$ cat src/rtl/spi_regbank_pkg.sv
// rtl/spi_regbank_pkg.sv - shared types and constants for the SPI register bank
package spi_regbank_pkg;

   typedef enum logic [1:0] {
      IDLE   = 2'd0,
      CMD    = 2'd1,
      DATA   = 2'd2,
      COMMIT = 2'd3
   } state_t;

   localparam logic RD = 1'b1;
   localparam logic WR = 1'b0;

endpackage

$ cat src/rtl/spi_pin_sync.sv
// rtl/spi_pin_sync.sv - 3-flop pin synchroniser with rise/fall detect
module spi_pin_sync (
   input  logic clk,
   input  logic rst,
   input  logic pin,
   output logic level,
   output logic rise,
   output logic fall
);

   logic [2:0] sr;

   // Reset flushes the chain to the live pin level so a line already low
   // when reset releases is not mistaken for a fresh edge.
   always_ff @(posedge clk) begin
      if (!rst) begin
         sr <= {3{pin}};
      end else begin
         sr <= {sr[1:0], pin};
      end
   end

   assign level = sr[1];
   assign rise  = sr[1] & ~sr[2];
   assign fall  = ~sr[1] & sr[2];

endmodule

$ cat src/rtl/spi_regbank.sv
// rtl/spi_regbank.sv - SPI slave register bank with burst access and atomic commit
module spi_regbank
   import spi_regbank_pkg::*;
#(
   parameter int NUM_REGS = 6,
   parameter int NUM_RO   = 2,
   parameter int DATA_W   = 10,
   parameter int ADDR_W   = 3,
   parameter logic [NUM_REGS*DATA_W-1:0] RESET_VAL = '0
) (
   input  logic                       clk,
   input  logic                       rst,
   input  logic                       SCK,
   input  logic                       CS,
   input  logic                       COPI,
   output logic                       CIPO,
   output logic                       cipo_oe,
   input  logic [NUM_RO*DATA_W-1:0]   status_in,
   output logic [NUM_REGS*DATA_W-1:0] regs_out,
   output logic                       commit_pulse,
   output logic                       frame_err,
   input  logic                       clr_err
);

   localparam int CNT_W    = $clog2(DATA_W + ADDR_W + 1);
   localparam int LAST_PTR = NUM_REGS + NUM_RO - 1;

   logic sck_rise, sck_fall;
   logic cs_level, cs_rise, cs_fall;
   logic copi_level;

   spi_pin_sync u_sync_sck (
      .clk   (clk),
      .rst   (rst),
      .pin   (SCK),
      .level (),
      .rise  (sck_rise),
      .fall  (sck_fall)
   );

   spi_pin_sync u_sync_cs (
      .clk   (clk),
      .rst   (rst),
      .pin   (CS),
      .level (cs_level),
      .rise  (cs_rise),
      .fall  (cs_fall)
   );

   spi_pin_sync u_sync_copi (
      .clk   (clk),
      .rst   (rst),
      .pin   (COPI),
      .level (copi_level),
      .rise  (),
      .fall  ()
   );

   state_t              state;
   logic [CNT_W-1:0]    bit_cnt;
   logic [ADDR_W:0]     cmd_sr;
   logic                rw;
   logic [ADDR_W-1:0]   ptr;
   logic [DATA_W-1:0]   shift_in;
   logic [DATA_W-1:0]   shift_out;
   logic                word_done;
   logic [DATA_W-1:0]   active [NUM_REGS];
   logic [DATA_W-1:0]   shadow [NUM_REGS];

   logic [ADDR_W:0]     cmd_next;
   logic [DATA_W-1:0]   word_next;
   logic [DATA_W-1:0]   rd_word;
   logic [ADDR_W-1:0]   ptr_next;

   assign cmd_next  = {cmd_sr[ADDR_W-1:0], copi_level};
   assign word_next = {shift_in[DATA_W-2:0], copi_level};
   assign ptr_next  = (int'(ptr) == LAST_PTR) ? '0 : ptr + ADDR_W'(1);

   // Read source: active register, then status words, zero beyond the map
   always_comb begin
      rd_word = '0;
      for (int k = 0; k < NUM_REGS; k++) begin
         if (int'(ptr) == k) rd_word = active[k];
      end
      for (int k = 0; k < NUM_RO; k++) begin
         if (int'(ptr) == NUM_REGS + k) rd_word = status_in[k*DATA_W +: DATA_W];
      end
   end

   always_ff @(posedge clk) begin
      if (!rst) begin
         state        <= IDLE;
         bit_cnt      <= '0;
         cmd_sr       <= '0;
         rw           <= WR;
         ptr          <= '0;
         shift_in     <= '0;
         shift_out    <= '0;
         word_done    <= 1'b0;
         CIPO         <= 1'b0;
         cipo_oe      <= 1'b0;
         commit_pulse <= 1'b0;
         frame_err    <= 1'b0;
         for (int k = 0; k < NUM_REGS; k++) begin
            active[k] <= RESET_VAL[k*DATA_W +: DATA_W];
            shadow[k] <= RESET_VAL[k*DATA_W +: DATA_W];
         end
      end else begin
         commit_pulse <= 1'b0;
         cipo_oe      <= ~cs_level;
         if (clr_err) frame_err <= 1'b0;

         if (cs_rise) begin
            state <= COMMIT;
            CIPO  <= 1'b0;
            if (state == DATA && rw == WR && word_done && bit_cnt == '0) begin
               for (int k = 0; k < NUM_REGS; k++) active[k] <= shadow[k];
               commit_pulse <= 1'b1;
            end
            // An incomplete frame is discarded whole; the error set overrides clr_err
            if (state == CMD || (state == DATA && bit_cnt != '0)) frame_err <= 1'b1;
         end else begin
            case (state)
               IDLE: begin
                  if (cs_fall) begin
                     state     <= CMD;
                     bit_cnt   <= '0;
                     word_done <= 1'b0;
                     for (int k = 0; k < NUM_REGS; k++) shadow[k] <= active[k];
                  end
               end
               CMD: begin
                  if (sck_rise) begin
                     cmd_sr <= cmd_next;
                     if (bit_cnt == CNT_W'(ADDR_W)) begin
                        state   <= DATA;
                        rw      <= cmd_next[ADDR_W];
                        ptr     <= cmd_next[ADDR_W-1:0];
                        bit_cnt <= '0;
                     end else begin
                        bit_cnt <= bit_cnt + CNT_W'(1);
                     end
                  end
               end
               DATA: begin
                  if (sck_rise) begin
                     shift_in <= word_next;
                     if (bit_cnt == CNT_W'(DATA_W - 1)) begin
                        if (rw == WR) begin
                           for (int k = 0; k < NUM_REGS; k++) begin
                              if (int'(ptr) == k) shadow[k] <= word_next;
                           end
                        end
                        ptr       <= ptr_next;
                        bit_cnt   <= '0;
                        word_done <= 1'b1;
                     end else begin
                        bit_cnt <= bit_cnt + CNT_W'(1);
                     end
                  end else if (sck_fall && rw == RD) begin
                     // bit_cnt is zero only on the fall right after a word boundary
                     if (bit_cnt == '0) begin
                        shift_out <= rd_word;
                        CIPO      <= rd_word[DATA_W-1];
                     end else begin
                        shift_out <= {shift_out[DATA_W-2:0], 1'b0};
                        CIPO      <= shift_out[DATA_W-2];
                     end
                  end
               end
               COMMIT: begin
                  state <= IDLE;
               end
               default: state <= IDLE;
            endcase
         end
      end
   end

   for (genvar g = 0; g < NUM_REGS; g++) begin : g_out
      assign regs_out[g*DATA_W +: DATA_W] = active[g];
   end

endmodule
$ cat config.mk
export PLATFORM = sky130hd
export DESIGN_NAME = spi_regbank
export DESIGN_NICKNAME = d
export VERILOG_FILES = /design/src/rtl/spi_regbank_pkg.sv /design/src/rtl/spi_pin_sync.sv /design/src/rtl/spi_regbank.sv
export SDC_FILE = /design/constraint.sdc
export NUM_CORES = 1
export LEC_CHECK = 0
export CAP_MARGIN = 20
export CELL_PAD_IN_SITES_DETAIL_PLACEMENT = 0
export CELL_PAD_IN_SITES_GLOBAL_PLACEMENT = 1
export CORE_MARGIN = 3
export CORE_UTILIZATION = 48
export CTS_BUF_LIST = sky130_fd_sc_hd__clkbuf_16
export DETAILED_ROUTE_END_ITERATION = 8
export GPL_TIMING_DRIVEN = 0
export PLACE_DENSITY_LB_ADDON = 0.1
export SYNTH_ARGS = -nofsm -noshare
export SYNTH_HDL_FRONTEND = slang
export SYNTH_SLANG_ARGS = --single-unit
export TNS_END_PERCENT = 50
$ cat constraint.sdc
create_clock -name clk -period 15.97 [get_ports clk]
set_clock_uncertainty 0.15 [all_clocks]
set_input_delay 3.194 -clock clk [delete_from_list [all_inputs] [get_ports clk]]
set_output_delay 3.194 -clock clk [all_outputs]
set_load 0.01 [all_outputs]
# After elaboration in Yosys (flattened, before gate mapping)
# Memory sizes are Yosys's and may differ from the RTL's.
# Index checks and enable logic that the tools add are counted.
# classes
addsub	2
n_eq_ne	20
muxes	113
n_bitwise	30
n_reduce_logical	24
# ops
operator	n
two-way mux 10 bit	26
two-way mux 1 bit	65
two-way mux 3 bit	7
two-way mux 4 bit	5
bitwise OR 1 bit	18
== test 3 bit, second input constant	4
one-hot mux 4 bit (3 select lines)	1
AND reduction 4 bit	3
two-way mux 2 bit	5
AND reduction 5 bit	2
two-way mux 9 bit	1
AND reduction 3 bit	3
NOT 1 bit	8
nonzero test 4 bit	2
== test 3 x 2 -> 1 bit, second input constant	2
inequality test 2 bit, second input constant	3
inequality test 3 bit, second input constant	2
one-hot mux 2 bit (3 select lines)	1
one-hot mux 3 bit (2 select lines)	1
AND reduction 6 bit	1
logical AND 1 bit	5
adder 4 x 1 -> 4 bit, second input constant	1
AND 1 bit	4
== test 2 bit, second input constant	2
15 further kinds	17
# totals
regBits	44
ram_bits	120
inputBits	26
output_inout_bits	64
memories	2
# mem_list
memory	depth	word_bits	read_ports	rd_ports_with_merged_regs	wr	line	source
active	6	10	6	0	6	spi_regbank.sv:67	logic [DATA_W-1:0] active [NUM_REGS];
shadow	6	10	6	0	6	spi_regbank.sv:68	logic [DATA_W-1:0] shadow [NUM_REGS];

# Longest topological paths before layout
# Gate-level depths: netlist (run 1).
# logic_depth
depth_word	10
mapped_depth	11
mapped_depth_nobuf	6

# By module
# Synthesis (run 1) repeated with hierarchy kept, for this count alone.
# unflattened
hier_cells	827
hier_area_um2	8116.5
# by_module_without_submodules
module	instances	cells_per_inst	area_each_um2	seq_area_each_um2
spi_regbank	1	806	7831.3	4324.1
spi_pin_sync	3	7	95.1	60.1

# Worst setup path before layout (run 1)
# OpenSTA, ideal clock, no wires.
# synth_timing
kind	reg-to-reg
startpoint	register bit_cnt[0]
endpoint	memory active[0][0] (enable)
setup_time_ns	0.566
arrival_ns	5.490
required_time_ns	15.254
path_slack_ns	9.763
path_stages_with_launch	6
period_less_slack_ns	6.207
cell_sequence	dfxtp_1 -> inv_1 -> ha_1 -> or3b_1 -> buf_6 -> o31ai_1
# synth_rtl
element	line	source
start, declared	spi_regbank.sv:60	logic [CNT_W-1:0] bit_cnt;
start signal, assigned	spi_regbank.sv:141	bit_cnt <= bit_cnt + CNT_W'(1);
start signal, assigned	spi_regbank.sv:158	bit_cnt <= bit_cnt + CNT_W'(1);
end, declared	spi_regbank.sv:67	

==> results of run 1 <==
[critical path, stage by stage]
cell,delay [ns]
clkdlybuf4s50_1,0.48
buf_2,0.22
clkinv_1,0.36
a31oi_1,0.59
buf_4,0.27
nand2b_1,0.33
[final timing paths]
path                    startpoint          endpoint  slack, ns  cells past startpoint
setup / recovery               rst      shadow[1][7]      10.43                      6
hold / removal    u_sync_sck.sr[0]  u_sync_sck.sr[1]       0.27                      2
setup reg to reg            ptr[2]      shift_out[5]      12.40                     11
hold reg to reg   u_sync_sck.sr[0]  u_sync_sck.sr[1]       0.27                      2
[logic make-up (layout without fill, tap and decap cells)]
kind of cell / Yosys count / in the layout / share of synthesized area
multiplexers: 11 / 11 / 0.01441
flip-flops: 164 / 164 / 0.5495
AO/OA/AOI/OAI: 178 / 178 / 0.1414
AND/OR/NAND/NOR: 344 / 344 / 0.2182
buffers and inverters: 91 / 216 / 0.05198
adder cells (fa/ha/maj): 16 / 16 / 0.02453
[sequential cells by signal (all words and copies together), names as in the netlist]
name	count
active	60
shadow	60
shift_in	9
shift_out	9
bit_cnt	4
cmd_sr	3
ptr	3
u_sync_cs.sr	3
u_sync_sck.sr	3
state	2
u_sync_copi.sr	2
CIPO	1
cipo_oe	1
commit_pulse	1
frame_err	1
rw	1
word_done	1
[stage by stage]
stage	utilization	area (µm²)	worst slack, ns	cells
after floorplan	-	8160	9.763	804
after global routing	0.6013	9972	10.29	1149
after global placement	0.5624	9326	7.670	1113
after detailed placement	0.5672	9405	9.989	1117
final	0.6013	9972	10.43	1149
after CTS	0.6013	9972	10.44	1149
[where the power goes]
group	total (W)	switching, W	internal (W)
registers	0.000504	0.0000167	0.000487
clock network	0.000398	0.000179	0.000219
logic	0.000210	0.000128	0.0000819
total	0.00111	0.000324	0.000788
[cell usage in the layout (no fill, tap or decap), drive strengths merged, types with 10 or more instances in the layout]
master         Yosys  final
nand2b            17     17
nand2            162    162
ha                16     16
inv               25     34
nor2b             35     35
nor4              12     12
clkbuf            33     50
a221o             17     17
o21ai             99     99
dfxtp             44     44
nor2              13     13
buf               32     36
nand3             12     12
and2              62     62
nor3b             10     10
clkdlybuf4s50      0     89
edfxtp           120    120
[routing by layer]
layer / vias to the layer above / track usage
met3: 43 / 0.05774
met2: 319 / 0.4040
met1: 3191 / 0.3700
met5: - / 0
li1: 3074 / -
met4: 0 / 0.08959
[layout make-up]
| type | instances | area, µm² | share of cell area |
|---|---|---|---|
| buffer | 65 | 326.6 | 0.03275 |
| clock buffer | 17 | 425.4 | 0.04266 |
| clock inverter | 15 | 141.4 | 0.01418 |
| inverter | 26 | 97.59 | 0.009787 |
| multi-input combinational | 549 | 3266 | 0.3275 |
| sequential | 164 | 4484 | 0.4497 |
| tap | 220 | 275.3 | 0.02760 |
| timing repair buffer | 93 | 955.9 | 0.09586 |
==> metrics, run 1 <==
outcome=finished clean; # setup viols final=0; post-DR wirelength/cell=20.63 µm; top routing layer in use=met4; worst-case clock buffer depth=2; clk sinks=164; DRC viols=0; I/O pins=90; RSZ-0062 raised after global routing=no; share of cells above drive strength 1=0.08504; sequential share of the synthesized area=0.5495; Post-CTS Resized=0; met2 wire len=10.91 mm; Initial Util=0.4921; Final Hold Fails=0; Slew Viols, Final=0; chip width=136.4 µm; via count=6627; Total Power=0.001112 W; Syn Std Cell Area=8160 µm²; critical path type=in -> reg; Clock Latency Late Sink=0.43 ns; Die H=136.4 µm; crit-path max FO=10; Buffers on Ports=89; setup TNS=0 ns; Synth Flop Type=edfxtp_1; VDD IR max=75.16 µV; RD Place Congestion=0.8998; post-synthesis register bit count=164; Post-layout nets=958; WL final=23.71 mm; first-pass GRT wire length=35.98 mm; Reg clk slew, reported paths=0.06 ns; fmax=0.1805 GHz; Synth Area per Inst=10.15 µm²; DPL Wire Length=17.20 mm; final period demand of the worst path=5.540 ns; Crit path arrival time=5.45 ns; antenna violations before repair=0; CTS buffer count=17; leading cell types by count after synthesis=nand2_1, edfxtp_1, o21ai_0; Setup crit end kind=flip-flop; Area Overhead vs Synth=22.20%; Antenna Cells=0; postcts setup bufs=0; core area=16580 µm²; H-tree Lvls=4; Syn. warnings=0; vias in the first global route=6212; synthesized instance count=804; CTS Hold Buffers Added=0; Leakage=3.511 nW; Synth cell types=54; total gr overflow=0; Power Density=111.5 nW/µm²; FP Rows=47; Final period util=0.3469; async set-reset flop share out of synthesis=0; DRT met1 WL=10.27 mm; Die ar.=18600 µm²; drt pass-1 iters=5; Worst EP required=15.88 ns; fill count=1400; Initial DRC Count=692; hold_ws=0.2736 ns; WL met3=1.943 mm; pin count of the biggest net entering global routing=20; Worst-Margin Slew=0.9687 ns; GRT Total Usage=0.2629; area fraction of the dominant cell type after synthesis=0.4416; most common cell in the netlist=nand2_1; CTS tree=built; syn_nets=846; Worst Hold Class=reg -> reg; Rel. slew slack=0.3528; EDFF count, synth=120; routed vias/inst=5.768; Area contributors post-synth=edfxtp_1, dfxtp_1, nand2_1; clock root buffer=clkbuf_16; biggest area consumer among synthesized cells=edfxtp_1; total of max-cap violations=0; critical path launch point type=input port; ANT nets after route=0
No activity file was read; power rests on OpenSTA's default activity.
==> inputs of run 2 (changes only) <==
--- a/config.mk
+++ b/config.mk
@@ -9,7 +9,7 @@
 export CELL_PAD_IN_SITES_DETAIL_PLACEMENT = 0
 export CELL_PAD_IN_SITES_GLOBAL_PLACEMENT = 1
 export CORE_MARGIN = 3
-export CORE_UTILIZATION = 48
+export CORE_UTILIZATION = 40
 export CTS_BUF_LIST = sky130_fd_sc_hd__clkbuf_16
 export DETAILED_ROUTE_END_ITERATION = 8
 export GPL_TIMING_DRIVEN = 0
==> constraint.sdc (replaced) <==
create_clock -name clk -period 4.8 [get_ports clk]
set_clock_uncertainty 0.15 [all_clocks]
set_input_delay 0.96 -clock clk [delete_from_list [all_inputs] [get_ports clk]]
set_output_delay 0.96 -clock clk [all_outputs]
set_load 0.01 [all_outputs]
==> metrics, run 2 (synthesis results as in run 1) <==
outcome=finished clean; Final period util=0.7432; Multi-input gate area=3266 µm²; first-pass GRT wire length=38.65 mm; RD Place Congestion=0.8987; Buffers on Ports=89; pin count of the biggest net entering global routing=21; Internal=0.002772 W; fmax=0.2803 GHz; clk sinks=164; Psw=0.001087 W; pre-CTS WS=0.8369 ns; Post-layout nets=958; Top Registers=active (60), shadow (60); Slew Viols, Final=0; combinational power share=0.184; Finished Core Util=0.5101; chip width=148.8 µm; antenna violations before repair=0; crit-path max FO=10; ANT nets after route=0; postcts setup bufs=0; Rel. slew slack=0.3545; total of max-cap violations=0; Worst-Margin Slew=0.9610 ns; path depth of the worst reg2reg path=11; Placed Cells incl. Taps=1162; clock network fraction of design power=0.381; Post-Layout Cell Count=1194; fill count=1847; Die H=148.8 µm; Top cell by count, worst path=clkbuf_1; CTS Hold Buffers Added=0; Total Power=0.003858 W; Initial Util=0.4125; Seq pwr share=0.435; critical path type=reg -> reg; Worst Hold Class=reg -> reg; critical path launch point type=flip-flop; Clock Latency Late Sink=0.44 ns; RSZ-0062 raised after global routing=no; share of cells above drive strength 1=0.08288; drt pass-1 iters=5; GRT Total Usage=0.2353; Crit path arrival time=3.79 ns; CTS buffer count=17; Die ar.=22150 µm²; via count=6573; hold path depth=2; CTS tree=built; Power Density=382.4 nW/µm²; Setup crit end kind=flip-flop; post-DR wirelength/cell=21.60 µm; Final Hold Fails=0; vias in the first global route=6405; sw frac=0.2817; register area=4484 µm²; worst-case clock buffer depth=2; max incr delay on CP=0.50 ns; most frequent cells in the layout=nand2_1, edfxtp_1, o21ai_0; core area=19780 µm²; final period demand of the worst path=3.567 ns; FP Rows=51; Cell Chain, Critical Path=clkbuf_1 -> clkbuf_1 -> inv_1 -> clkbuf_1 -> ha_1 -> clkbuf_1 -> clkbuf_1 -> nor3b_1 -> o32ai_1 -> a32oi_1 -> o21ai_1; Worst EP required=5.02 ns; Final WS setup=1.233 ns; DPL Wire Length=18.70 mm; Slowest-stage cell, CP=o32ai_1; most common cell after layout, fill and taps aside=nand2_1; H-tree Lvls=4; Post-CTS Resized=0; Area Overhead vs Synth=23.64%; DRC viols=0; Reg clk slew, reported paths=0.07 ns; Leakage=3.538 nW; VDD IR max=238.1 µV; routed vias/inst=5.505; clock root buffer=clkbuf_16; total gr overflow=0; WL final=25.79 mm; Initial DRC Count=678; # setup viols final=0; Antenna Cells=0; I/O pins=90
## run 2: power by group through the flow
stage	clock network (W)	logic, W	registers [W]
final	0.00147	0.000709	0.00168
after global routing	0.00154	0.000759	0.00169
after CTS	0.00148	0.000700	0.00168
after detailed placement	0	0.000698	0.00171
after global placement	0	0.000670	0.00171
after floorplan	0	0.000441	0.00170
## run 2: final timing paths
check                                       from          endpoint  slack [ns]
worst max-delay path                      ptr[2]      shift_out[6]        1.23
worst min register to register  u_sync_sck.sr[0]  u_sync_sck.sr[1]        0.28
worst min-delay path            u_sync_sck.sr[0]  u_sync_sck.sr[1]        0.28
worst max register to register            ptr[2]      shift_out[6]        1.23
## run 2: final cells by class
cell class,count,area share
buffer,65,0.03237
clock buffer,17,0.04216
clock inverter,15,0.02009
inverter,26,0.009673
multi-input combinational,549,0.3237
sequential,164,0.4444
tap,265,0.03286
timing repair buffer,93,0.09474
## run 2: worst max-delay path: cells and delay by family (launching register included)
kind,cells,cell delay [ns]
AOI/OAI and AO/OA,3,0.97
and+or+nand+nor,1,0.10
buffers and inverters,6,1.66
adders and majority gates,1,0.30
DFF,1,0.32
## run 2: per-layer routing
layer / track usage / wire length, µm / vias to the layer above
li1: - / - / 3070
met1: 0.3298 / 11480 / 3193
met2: 0.3685 / 11910 / 270
met3: 0.03981 / 1648 / 40
met4: 0.08879 / 754 / 0
met5: 0 / 0 / -
## run 2: per-stage QoR
stage	TNS (ns)	area, µm²	hold slack (ns)
after floorplan	0	8165	0.2490
after CTS	0	10090	0.2814
final	0	10090	0.2794
after global placement	-51.09	9388	0.2656
after detailed placement	0	9462	0.2675
after global routing	0	10090	0.2935
